===== config.mk =====
export PLATFORM = sky130hd
export DESIGN_NAME = z80_dma_bus_arbiter
export DESIGN_NICKNAME = d
export VERILOG_FILES = /design/src/rtl/z80_sys_pkg.sv /design/src/rtl/z80_dma_addr_gen.sv /design/src/rtl/z80_dma_bus_arbiter.sv
export SDC_FILE = /design/constraint.sdc
export NUM_CORES = 1
export LEC_CHECK = 0
export ABC_AREA = 1
export CORE_UTILIZATION = 43
export DETAILED_ROUTE_END_ITERATION = 10
export PLACE_DENSITY = 0.92
export SKIP_CTS_REPAIR_TIMING = 1
export SYNTH_ARGS = -nofsm -noshare
export SYNTH_HDL_FRONTEND = slang
export SYNTH_SLANG_ARGS = --single-unit

===== constraint.sdc =====
create_clock -name clk -period 2.4 [get_ports clk]
set_clock_uncertainty 0.15 [all_clocks]
set_input_delay 0.72 -clock clk [delete_from_list [all_inputs] [get_ports clk]]
set_output_delay 0.72 -clock clk [all_outputs]
set_load 0.05 [all_outputs]

===== src/rtl/z80_sys_pkg.sv =====
// Shared types and constants for the Z80 system memory path and DMA arbiter.
package z80_sys_pkg;

   localparam int MEM_AW = 16;
   localparam int MEM_DW = 8;

   localparam logic DIR_RD = 1'b0;
   localparam logic DIR_WR = 1'b1;

   typedef enum logic [2:0] {
      IDLE,
      REQ,
      OWN,
      DRAIN,
      REL
   } arb_state_t;

endpackage


===== src/rtl/z80_dma_addr_gen.sv =====
// DMA burst address / beat counter. The count is one bit wider than the
// length field so that a zero length can be loaded as 2^LEN_W beats.
module z80_dma_addr_gen
   import z80_sys_pkg::*;
#(
   parameter int LEN_W = 8
) (
   input  logic              clk,
   input  logic              reset_n,
   input  logic              load,
   input  logic              step,
   input  logic [MEM_AW-1:0] load_addr,
   input  logic [LEN_W-1:0]  load_len,
   output logic [MEM_AW-1:0] addr,
   output logic              last
);

   logic [LEN_W:0] remain;

   // Load on burst start; each step advances the address (16-bit wrap) and consumes a beat.
   always_ff @(posedge clk or negedge reset_n) begin
      if (!reset_n) begin
         addr   <= '0;
         remain <= '0;
      end else if (load) begin
         addr   <= load_addr;
         remain <= (load_len == '0) ? {1'b1, {LEN_W{1'b0}}} : {1'b0, load_len};
      end else if (step) begin
         addr   <= addr + 1'b1;
         remain <= remain - 1'b1;
      end
   end

   assign last = (remain == {{LEN_W{1'b0}}, 1'b1});

endmodule


===== src/rtl/z80_dma_bus_arbiter.sv =====
// Arbitrates the single system memory between the Z80 CPU and one DMA client
// using the BUSRQ_n/BUSAK_n handshake. The memory follows the CPU except while
// the controller owns the bus.
module z80_dma_bus_arbiter
   import z80_sys_pkg::*;
#(
   parameter int ACK_TIMEOUT = 64,
   parameter int LEN_W       = 8
) (
   input  logic              clk,
   input  logic              reset_n,
   output logic              cpu_busrq_n,
   input  logic              cpu_busak_n,
   input  logic [MEM_AW-1:0] cpu_a,
   input  logic [MEM_DW-1:0] cpu_do,
   input  logic              cpu_mreq_n,
   input  logic              cpu_wr_n,
   output logic [MEM_AW-1:0] mem_a,
   output logic [MEM_DW-1:0] mem_wdata,
   output logic              mem_we,
   input  logic [MEM_DW-1:0] mem_rdata,
   input  logic              dma_start,
   input  logic              dma_dir,
   input  logic [MEM_AW-1:0] dma_addr,
   input  logic [LEN_W-1:0]  dma_len,
   input  logic [MEM_DW-1:0] dma_wdata,
   input  logic              dma_wvalid,
   output logic              dma_wready,
   output logic [MEM_DW-1:0] dma_rdata,
   output logic              dma_rvalid,
   output logic              dma_busy,
   output logic              dma_done,
   output logic              dma_err
);

   localparam int TW = $clog2(ACK_TIMEOUT + 1);

   arb_state_t        state, state_n;
   logic              dir;
   logic              err_flag;
   logic [TW-1:0]     tcnt;
   logic              ag_load, ag_step, ag_last;
   logic [MEM_AW-1:0] ag_addr;
   logic              beat;
   logic              own;

   z80_dma_addr_gen #(.LEN_W(LEN_W)) u_addr_gen (
      .clk       (clk),
      .reset_n   (reset_n),
      .load      (ag_load),
      .step      (ag_step),
      .load_addr (dma_addr),
      .load_len  (dma_len),
      .addr      (ag_addr),
      .last      (ag_last)
   );

   // State register plus registered handshake, status and read-return flags.
   always_ff @(posedge clk or negedge reset_n) begin
      if (!reset_n) begin
         state       <= IDLE;
         dir         <= DIR_RD;
         err_flag    <= 1'b0;
         tcnt        <= '0;
         cpu_busrq_n <= 1'b1;
         dma_busy    <= 1'b0;
         dma_done    <= 1'b0;
         dma_err     <= 1'b0;
         dma_rvalid  <= 1'b0;
      end else begin
         state <= state_n;
         if (ag_load)
            dir <= dma_dir;
         if (ag_load)
            err_flag <= 1'b0;
         else if (state == REQ && state_n == REL)
            err_flag <= 1'b1;
         tcnt        <= (state == REQ) ? tcnt + 1'b1 : '0;
         cpu_busrq_n <= !(state_n inside {REQ, OWN, DRAIN});
         dma_busy    <= (state_n != IDLE);
         dma_done    <= (state == REL) && (state_n == IDLE) && !err_flag;
         dma_err     <= (state == REL) && (state_n == IDLE) && err_flag;
         // Synchronous memory: data for an address issued now arrives next cycle.
         dma_rvalid  <= (state == OWN) && (dir == DIR_RD);
      end
   end

   // Next-state and burst control; an acknowledge beats a simultaneous timeout.
   always_comb begin
      state_n    = state;
      ag_load    = 1'b0;
      ag_step    = 1'b0;
      dma_wready = 1'b0;
      beat       = 1'b0;
      case (state)
         IDLE: begin
            if (dma_start) begin
               ag_load = 1'b1;
               state_n = REQ;
            end
         end
         REQ: begin
            if (!cpu_busak_n)
               state_n = OWN;
            else if (tcnt == TW'(ACK_TIMEOUT - 1))
               state_n = REL;
         end
         OWN: begin
            if (dir == DIR_WR) begin
               dma_wready = 1'b1;
               if (dma_wvalid) begin
                  beat    = 1'b1;
                  ag_step = 1'b1;
                  if (ag_last)
                     state_n = REL;
               end
            end else begin
               ag_step = 1'b1;
               if (ag_last)
                  state_n = DRAIN;
            end
         end
         DRAIN: state_n = REL;
         REL: begin
            if (cpu_busak_n)
               state_n = IDLE;
         end
         default: state_n = IDLE;
      endcase
   end

   // Memory mux: DMA only in OWN, where CPU strobes are masked off.
   always_comb begin
      own       = (state == OWN);
      mem_a     = own ? ag_addr : cpu_a;
      mem_wdata = own ? dma_wdata : cpu_do;
      mem_we    = own ? beat : (~cpu_mreq_n & ~cpu_wr_n);
      dma_rdata = dma_rvalid ? mem_rdata : '0;
   end

endmodule

Word level (Yosys, flattened, before mapping)
Index checks and enable logic that the tools add are counted.
{"block": "totals", "word_cells": 71, "in_bits": 72, "reg_bits": 42, "out_inout_bits": 39}
{"block": "classes", "add_sub_neg": 3, "n_reduce_logical": 14, "eq_ne": 10, "n_mux": 29, "n_bitwise": 4}
{"op": "$mux 16", "count": 3}
{"op": "$mux 9", "count": 3}
{"op": "$mux 3", "count": 8}
{"op": "$add 16x1->16 const B", "count": 1}
{"op": "$mux 8", "count": 2}
{"op": "$pmux 3 s5", "count": 1}
{"op": "$eq 3x2->1 const B", "count": 4}
{"op": "$mux 1", "count": 11}
{"op": "$eq 9x1->1 const B", "count": 1}
{"op": "$sub 9x1->9 const B", "count": 1}
{"op": "$logic_not 8->1", "count": 1}
{"op": "$add 7x1->7 const B", "count": 1}
{"op": "$eq 7x6->1 const B", "count": 1}
{"op": "$mux 7", "count": 1}
{"op": "$eq 3x1->1 const B", "count": 2}
{"op": "$eq 3x3->1 const B", "count": 2}
{"op": "$logic_not 3->1", "count": 2}
{"op": "$reduce_bool 3->1", "count": 2}
{"op": "$logic_and 1x1->1", "count": 5}
{"op": "$reduce_bool 2->1", "count": 2}
{"op": "$not 1->1", "count": 3}
{"op": "$logic_not 1->1", "count": 2}
{"op": "$and 1x1->1", "count": 1}

Depth between registers and ports, before layout
{"block": "depth", "word_depth": 9, "mapped_depth": 11, "ltp_nobuf": 11}

Hierarchy
From an unflattened synthesis, not the netlist that was laid out.
{"block": "hier_totals", "hier_cells": 365, "area_unflattened_um2": 2755.1}
{"module": "z80_dma_addr_gen", "cells_per_inst": 231, "area_each_um2": 1600.3, "instances": 1, "seq_area_each_um2": 625.6}
{"module": "z80_dma_bus_arbiter", "cells_per_inst": 134, "area_each_um2": 1154.9, "instances": 1, "seq_area_each_um2": 426.7}

Worst setup path after synthesis
Ideal clock, no wire load.
{"block": "synth_path", "path_kind": "register to output", "startpoint": "reg state[2]", "endpoint": "out mem_we", "setup_slack_ns": -0.604, "arrival_time_ns": 2.134, "required_ns": 1.530, "path_buffers": 1, "path_stages_with_launch": 9, "path_cell_list": "dfrtp_1 > inv_2 > nand2_2 > nor2_4 > inv_4 > buf_2 > nor2_1 > nand2_1 > o31ai_1"}
{"block": "synth_between", "elab_chain_len": 2}
{"item": "from (decl)", "line": "z80_dma_bus_arbiter.sv:38", "source": "arb_state_t state, state_n;"}
{"item": "from (signal assigned)", "line": "z80_dma_bus_arbiter.sv:71", "source": "state <= state_n;"}
{"item": "$eq 3x2->1", "line": "z80_dma_bus_arbiter.sv:95, z80_dma_bus_arbiter.sv:134"}
{"item": "$mux 1", "line": "z80_dma_bus_arbiter.sv:137", "source": "mem_we = own ? beat : (~cpu_mreq_n & ~cpu_wr_n);"}
{"item": "to (decl)", "line": "z80_dma_bus_arbiter.sv:20", "source": "output logic mem_we,"}
No other way between the ends.

Final worst setup path
Same ends and word-level chain as after synthesis.

==> metrics.yaml <==
route:
  drtIter0Drc: 172
  drc_errors: 0
  vias: 2998
  wirelength_mm: 8.78
  drt_first_pass_iters: 4
  wl_per_cell_um: 15.6
  vias_per_cell: 5.32
  postRouteAntennaNets: 0
sta:
  grt_setup_unrepaired: "true"
  setup_viol: 25
  hold_viol: 0
  timing.final.crit_period_ns: 2.54
  setup_ws_ns: -0.144
  max-slew-margin-rel_pct: 64.5
  min_period_over_period_pct: 106
  tightest_slew_ns: 0.533
  max_freq_ghz: 0.393
  slew_violations: 0
placement:
  dpl.cell_count: 553
  place.port_buffers: 110
  gp_congestion: 0.958
  place_hpwl_mm: 6.43
synthesis:
  synth_flop_cell: "dfrtp_1"
  synth_cell_types: 41
  syn_area_mm2: 0.00265
  syn_inst: 366
  yosys_register_bits: 42
  async_reset_ff_share_pct: 100
  yosysWarnings: 0
  synth_area_per_cell_um2: 7.24
  ys_seq_area_share_pct: 39.7
  syn-num-nets: 442
  synth_enable_flop_cells: 0
global_route:
  grt_first_pass_wirelength_mm: 13.2
  grtUsageMet3_pct: 7.95
  grt-ovfl-total: 0
  met2_usage_pct: 47.4
  antenna_found_initial: 0
  busiest_layer: "met2"
  grt_pass1_vias: 2830
  use_met1_pct: 30.3
  grtUsageTotal_pct: 26.6
  grt_max_degree: 43
clocking:
  cts_tree: "built"
  insertion_delay_ns: 0.30
  cts_buffer_depth: 2
  clock-root-buffer: "clkbuf_8"
  path_clk_slew_ns: 0.09
  clock_sinks: 42
  htreeDepth: 2
  cts_buffers: 5
setup_path:
  start_kind: "register"
  crit_path_start: "state[2]"
  worst_setup_path_end_kind: "output port"
  critPathMaxFanout: 3
  r2r_setup_slack_ns: 0.36
  reg2reg_from: "u_addr_gen.addr[0]"
  arrival_ns: 1.67
  timing_worst_setup_path_type: "reg -> out"
  timing.rr.end: "u_addr_gen.addr[12]"
  critPathRequiredTime_ns: 1.53
  ff2ff_path_depth: 8
layout:
  finalNonFillerCells: 564
  diodes: 0
  layout_common_cells: "nand2_1 (88), clkdlybuf4s50_1 (71), dfrtp_1 (40)"
  utilization_pct: 77.2
  drive_gt1_share_pct: 24.7
  area_growth_pct: 72.3
  fillers: 347
  mostFrequentLayoutCell: "nand2_1"
  nets: 564
die:
  row_count: 28
  core_mm2: 0.00592
  initial_core_util_pct: 44.8
  die_area_mm2: 0.00648
  ios: 111
  die_y_um: 80.5
  fp.dieW_um: 80.5
hold_path:
  hold-path-cell-count: 1
  hold_class: "reg -> reg"
  min_from: "dir"
  min_to: "dma_rvalid"
outcome:
  status: "complete, but fails checks"
  violations: "setup timing"
pwr:
  powerDensity_mw_per_mm2: 1200
  p_leak_uw: 0.00210
  vdd_drop_max_uv: 658
job:
  maxCapViolCount: 0
Yosys cell counts (2+ instances only):
library cell	number	area share [%]
nand2_1	109	15
inv_1	42	5.9
dfrtp_1	41	39
nor2_1	39	5.5
o21ai_0	24	4.5
nand3_1	14	2.6
a21oi_1	13	2.5
xor2_1	10	3.3
nor3_1	7	1.3
clkbuf_1	6	0.85
o211ai_1	6	1.7
o221ai_1	6	2.0
buf_2	4	0.76
ha_1	4	1.9
inv_2	4	0.57
nand4_1	4	0.94
a31oi_1	3	0.71
buf_6	2	0.85
nand3_2	2	0.76
nor2_2	2	0.47
nor2_4	2	0.85
o21bai_1	2	0.57
o22ai_1	2	0.47
critical path, cell delays in order (launching register included):
cell and delay [ns]:
dfrtp_2 0.44, inv_2 0.08, nand2_4 0.06, nor2_4 0.15, inv_4 0.07, nor2_4 0.16, nand2_2 0.10, o31ai_4 0.07
buf_6 0.13, buf_12 0.12
layout make-up:
type | instances | area (um2) | share of cell area, %
Clock buffer | 6 | 72.6 | 1.59
Clock inverter | 2 | 13.8 | 0.301
Multi-Input combinational cell | 264 | 1550 | 34.0
Tap cell | 75 | 93.8 | 2.05
Sequential cell | 42 | 1050 | 23.1
Timing Repair Buffer | 128 | 1600 | 35.1
Inverter | 47 | 179 | 3.92
cells by family after synthesis:
| logic type | share of synthesized area (%) |
|---|---|
| flip-flops | 39.7 |
| AND/OR/NAND/NOR | 31.2 |
| AO/OA/AOI/OAI | 14.1 |
| XOR/XNOR | 3.63 |
| adder cells (fa/ha/maj) | 1.89 |
| buffers and inverters | 9.49 |
report_power, final:
part	leakage [uW]	internal [uW]	switching, uW
Clock	0.0000452	206	254
Combinational	0.00153	1550	2200
Sequential	0.000521	995	274
Total	0.00210	2750	2730
worst max-delay path by stage:
stage                      endpoint  slack [ns]  cells after the start
after floorplan           mem_a[11]       -0.19                      6
after global placement       mem_we       -0.12                      4
after detailed placement     mem_we       -0.11                      4
after CTS                  mem_a[4]       -0.22                      7
after global routing         mem_we       -0.20                      9
final                        mem_we       -0.14                      9
per-stage QoR:
stage | worst slack (ns) | hold slack [ns] | setup TNS [ns] | area, um2 | total power (uW)
final | -0.144 | 0.296 | -1.96 | 4570 | 5480
after global routing | -0.202 | 0.308 | -3.52 | 4570 | 5810
after CTS | -0.217 | 0.299 | -3.71 | 4340 | 5170
after detailed placement | -0.108 | 0.270 | -1.10 | 4250 | 4700
after global placement | -0.124 | 0.269 | -0.201 | 4250 | 4570
after floorplan | -0.188 | 0.253 | -2.69 | 2660 | 3230
layer usage:
metal	wire [um]	share of wire [%]
met1	3210	36
met2	4520	52
met3	902	10
met4	151	1.7
met5	0	0
registers in the layout, summed over array words and instances (netlist names):
signal,flops
dir,1
state,3
dma_done,1
dma_err,1
cpu_busrq_n,1
u_addr_gen.addr,16
dma_rvalid,1
tcnt,7
u_addr_gen.remain,9
err_flag,1
dma_busy,1
Note: power is estimated with default switching activity, not from simulation.
==> variant: new RTL, same flow settings <==
Put one more register stage on the output `dma_err`, with the module's reset. The value now appears one clock later. The other outputs are not delayed to match.
--- a/src/rtl/z80_dma_bus_arbiter.sv
+++ b/src/rtl/z80_dma_bus_arbiter.sv
@@ -37,2 +37,4 @@
 
+   logic dma_err_s0;
+
    arb_state_t        state, state_n;
@@ -67,3 +69,3 @@
          dma_done    <= 1'b0;
-         dma_err     <= 1'b0;
+         dma_err_s0  <= 1'b0;
          dma_rvalid  <= 1'b0;
@@ -81,3 +83,3 @@
          dma_done    <= (state == REL) && (state_n == IDLE) && !err_flag;
-         dma_err     <= (state == REL) && (state_n == IDLE) && err_flag;
+         dma_err_s0  <= (state == REL) && (state_n == IDLE) && err_flag;
          // Synchronous memory: data for an address issued now arrives next cycle.
@@ -140,2 +142,10 @@
 
+   always_ff @(posedge clk or negedge reset_n) begin
+      if (!reset_n) begin
+         dma_err <= '0;
+      end else begin
+         dma_err <= dma_err_s0;
+      end
+   end
+
 endmodule
Function: same outputs for any inputs over 10 cycles, from zero or initial values and one cycle with reset_n low; that may be too few to reach the edited logic, so the function may still have changed.
==> variant against the unedited design <==
The run still ends with setup timing left. Routed wire length down 4.7%. Final area down 3.1%. Synthesized area up 2.2%. Non-clock buffer count down 5. Total power up 21%. Register-to-register slack better by 0.14 ns. Clock power up 29%. Hold slack worse by 0.085 ns. Combinational power up 27%. Sequential cell count up 1. Setup slack about the same. Largest cell class is now multi-input combinational cells.
==> variant: results (changes against the unedited design) <==
| Metric | Value |
|---|---|
| Outcome | `complete, but fails checks (unchanged)` |
| Failing checks | `setup timing (unchanged)` |
| Critical Path Sink | `mem_a[0] (was mem_we)` |
| Total Wirelength | `8.37 mm (was 8.78 mm)` |
| Detailed Routing Iterations Pass 1 | `5 (was 4)` |
| Yosys cell types | `39 (was 41)` |
| Synth top cells by count | `117 x nand2_1, 42 x dfrtp_1, 40 x nor2_1 (was 109 x nand2_1, 42 x inv_1, 41 x dfrtp_1)` |
| Initial antenna violation count | `0 (unchanged)` |
| Main area contributors after synthesis | `dfrtp_1 39%, nand2_1 16%, nor2_1 5.5% (was dfrtp_1 39%, nand2_1 15%, inv_1 5.9%)` |
| Wire per inst | `14.8 µm (was 15.6 µm)` |
| Layout cells sized above 1 | `20.3% (was 24.7%)` |
| Syn nets | `449 (was 442)` |
| Tightest Pin Transition | `0.548 ns (was 0.533 ns)` |
| Final setup margin | `-0.144 ns (about the same)` |
| Total GRT Usage | `26.5% (was 26.6%)` |
| LEAKAGE | `2.04 nW (was 2.10 nW)` |
| DP Cell Count | `558 (was 553)` |
| Crit Reg-Reg Endpoint | `u_addr_gen.remain[4]$_DFFE_PN0P_ (was u_addr_gen.addr[12]$_DFFE_PN0P_)` |
| NumNets Final | `567 (was 564)` |
| Routability Congestion | `0.860 (was 0.958)` |
| Global-route wire length before repair | `13.4 mm (was 13.2 mm)` |
| Pre-CTS WS | `-0.118 ns (was -0.108 ns)` |
| Vias per cell | `5.28 (was 5.32)` |
| Max VDD drop | `1.11 mV (was 0.658 mV)` |
| Reg2Reg Setup Slack | `0.50 ns (was 0.36 ns)` |
| Worst r2r path cells | `7 (was 8)` |
| Syn avg cell area | `7.27 µm² (was 7.24 µm²)` |
| Number of global-route vias before repair | `2878 (was 2830)` |
| Setup-failing EPs final | `25 (unchanged)` |
| Post-DP Area | `0.00430 mm² (was 0.00425 mm²)` |
| Crit. Startpoint | `state[0]$_DFF_PN0_ (was state[2]$_DFF_PN0_)` |
variant: worst min path at each step:
stage                         to  depth (start not counted)
3_5_place_dp   dma_err$_DFF_PN0_                          0
6_report       dma_err$_DFF_PN0_                          0
2_1_floorplan  dma_err$_DFF_PN0_                          0
5_1_grt        dma_err$_DFF_PN0_                          0
4_1_cts        dma_err$_DFF_PN0_                          0
3_3_place_gp   dma_err$_DFF_PN0_                          0
variant: cells by family (layout without fill, tap and decap cells):
kind of cell / count (synthesis) / count (layout) / share of synthesized area (%)
xor+xnor: 8 / 8 / 2.59
flops: 43 / 43 / 39.8
simple gates: 202 / 202 / 33.4
buf+inv: 58 / 177 / 8.96
compound gates: 58 / 58 / 13.4
fa+ha+maj: 4 / 4 / 1.85
variant: through the flow:
stage | hold slack, ns | utilization (%) | setup TNS (ns)
CTS | 0.210 | 73.7 | -4.80
floorplan | 0.181 | - | -0.442
finish | 0.211 | 73.9 | -2.86
global placement | 0.184 | 71.8 | -0.173
global route | 0.240 | 73.9 | -4.81
detailed placement | 0.190 | 71.8 | -0.187
variant: report_power, final:
part	leakage [nW]	total [mW]	internal (mW)	switching (mW)
clock network	0.0587	0.592	0.316	0.277
registers	0.539	1.28	1.02	0.260
logic	1.44	4.76	1.84	2.92
variant: routing by layer:
metal	GRT usage [%]	routed length [µm]	share of wire [%]
met1	30.0	3130	37
met2	47.8	4240	51
met5	0	0	0
met3	6.18	776	9.3
met4	10.0	219	2.6
variant: layout make-up:
cell class                      count  area, µm²
Multi-Input combinational cell    272       1550
Fill cell                         415       1560
Clock buffer                        5       68.8
Timing Repair Buffer              123       1420
Tap cell                           75       93.8
Sequential cell                    43       1080
Inverter                           46        175
Clock inverter                      3       47.5
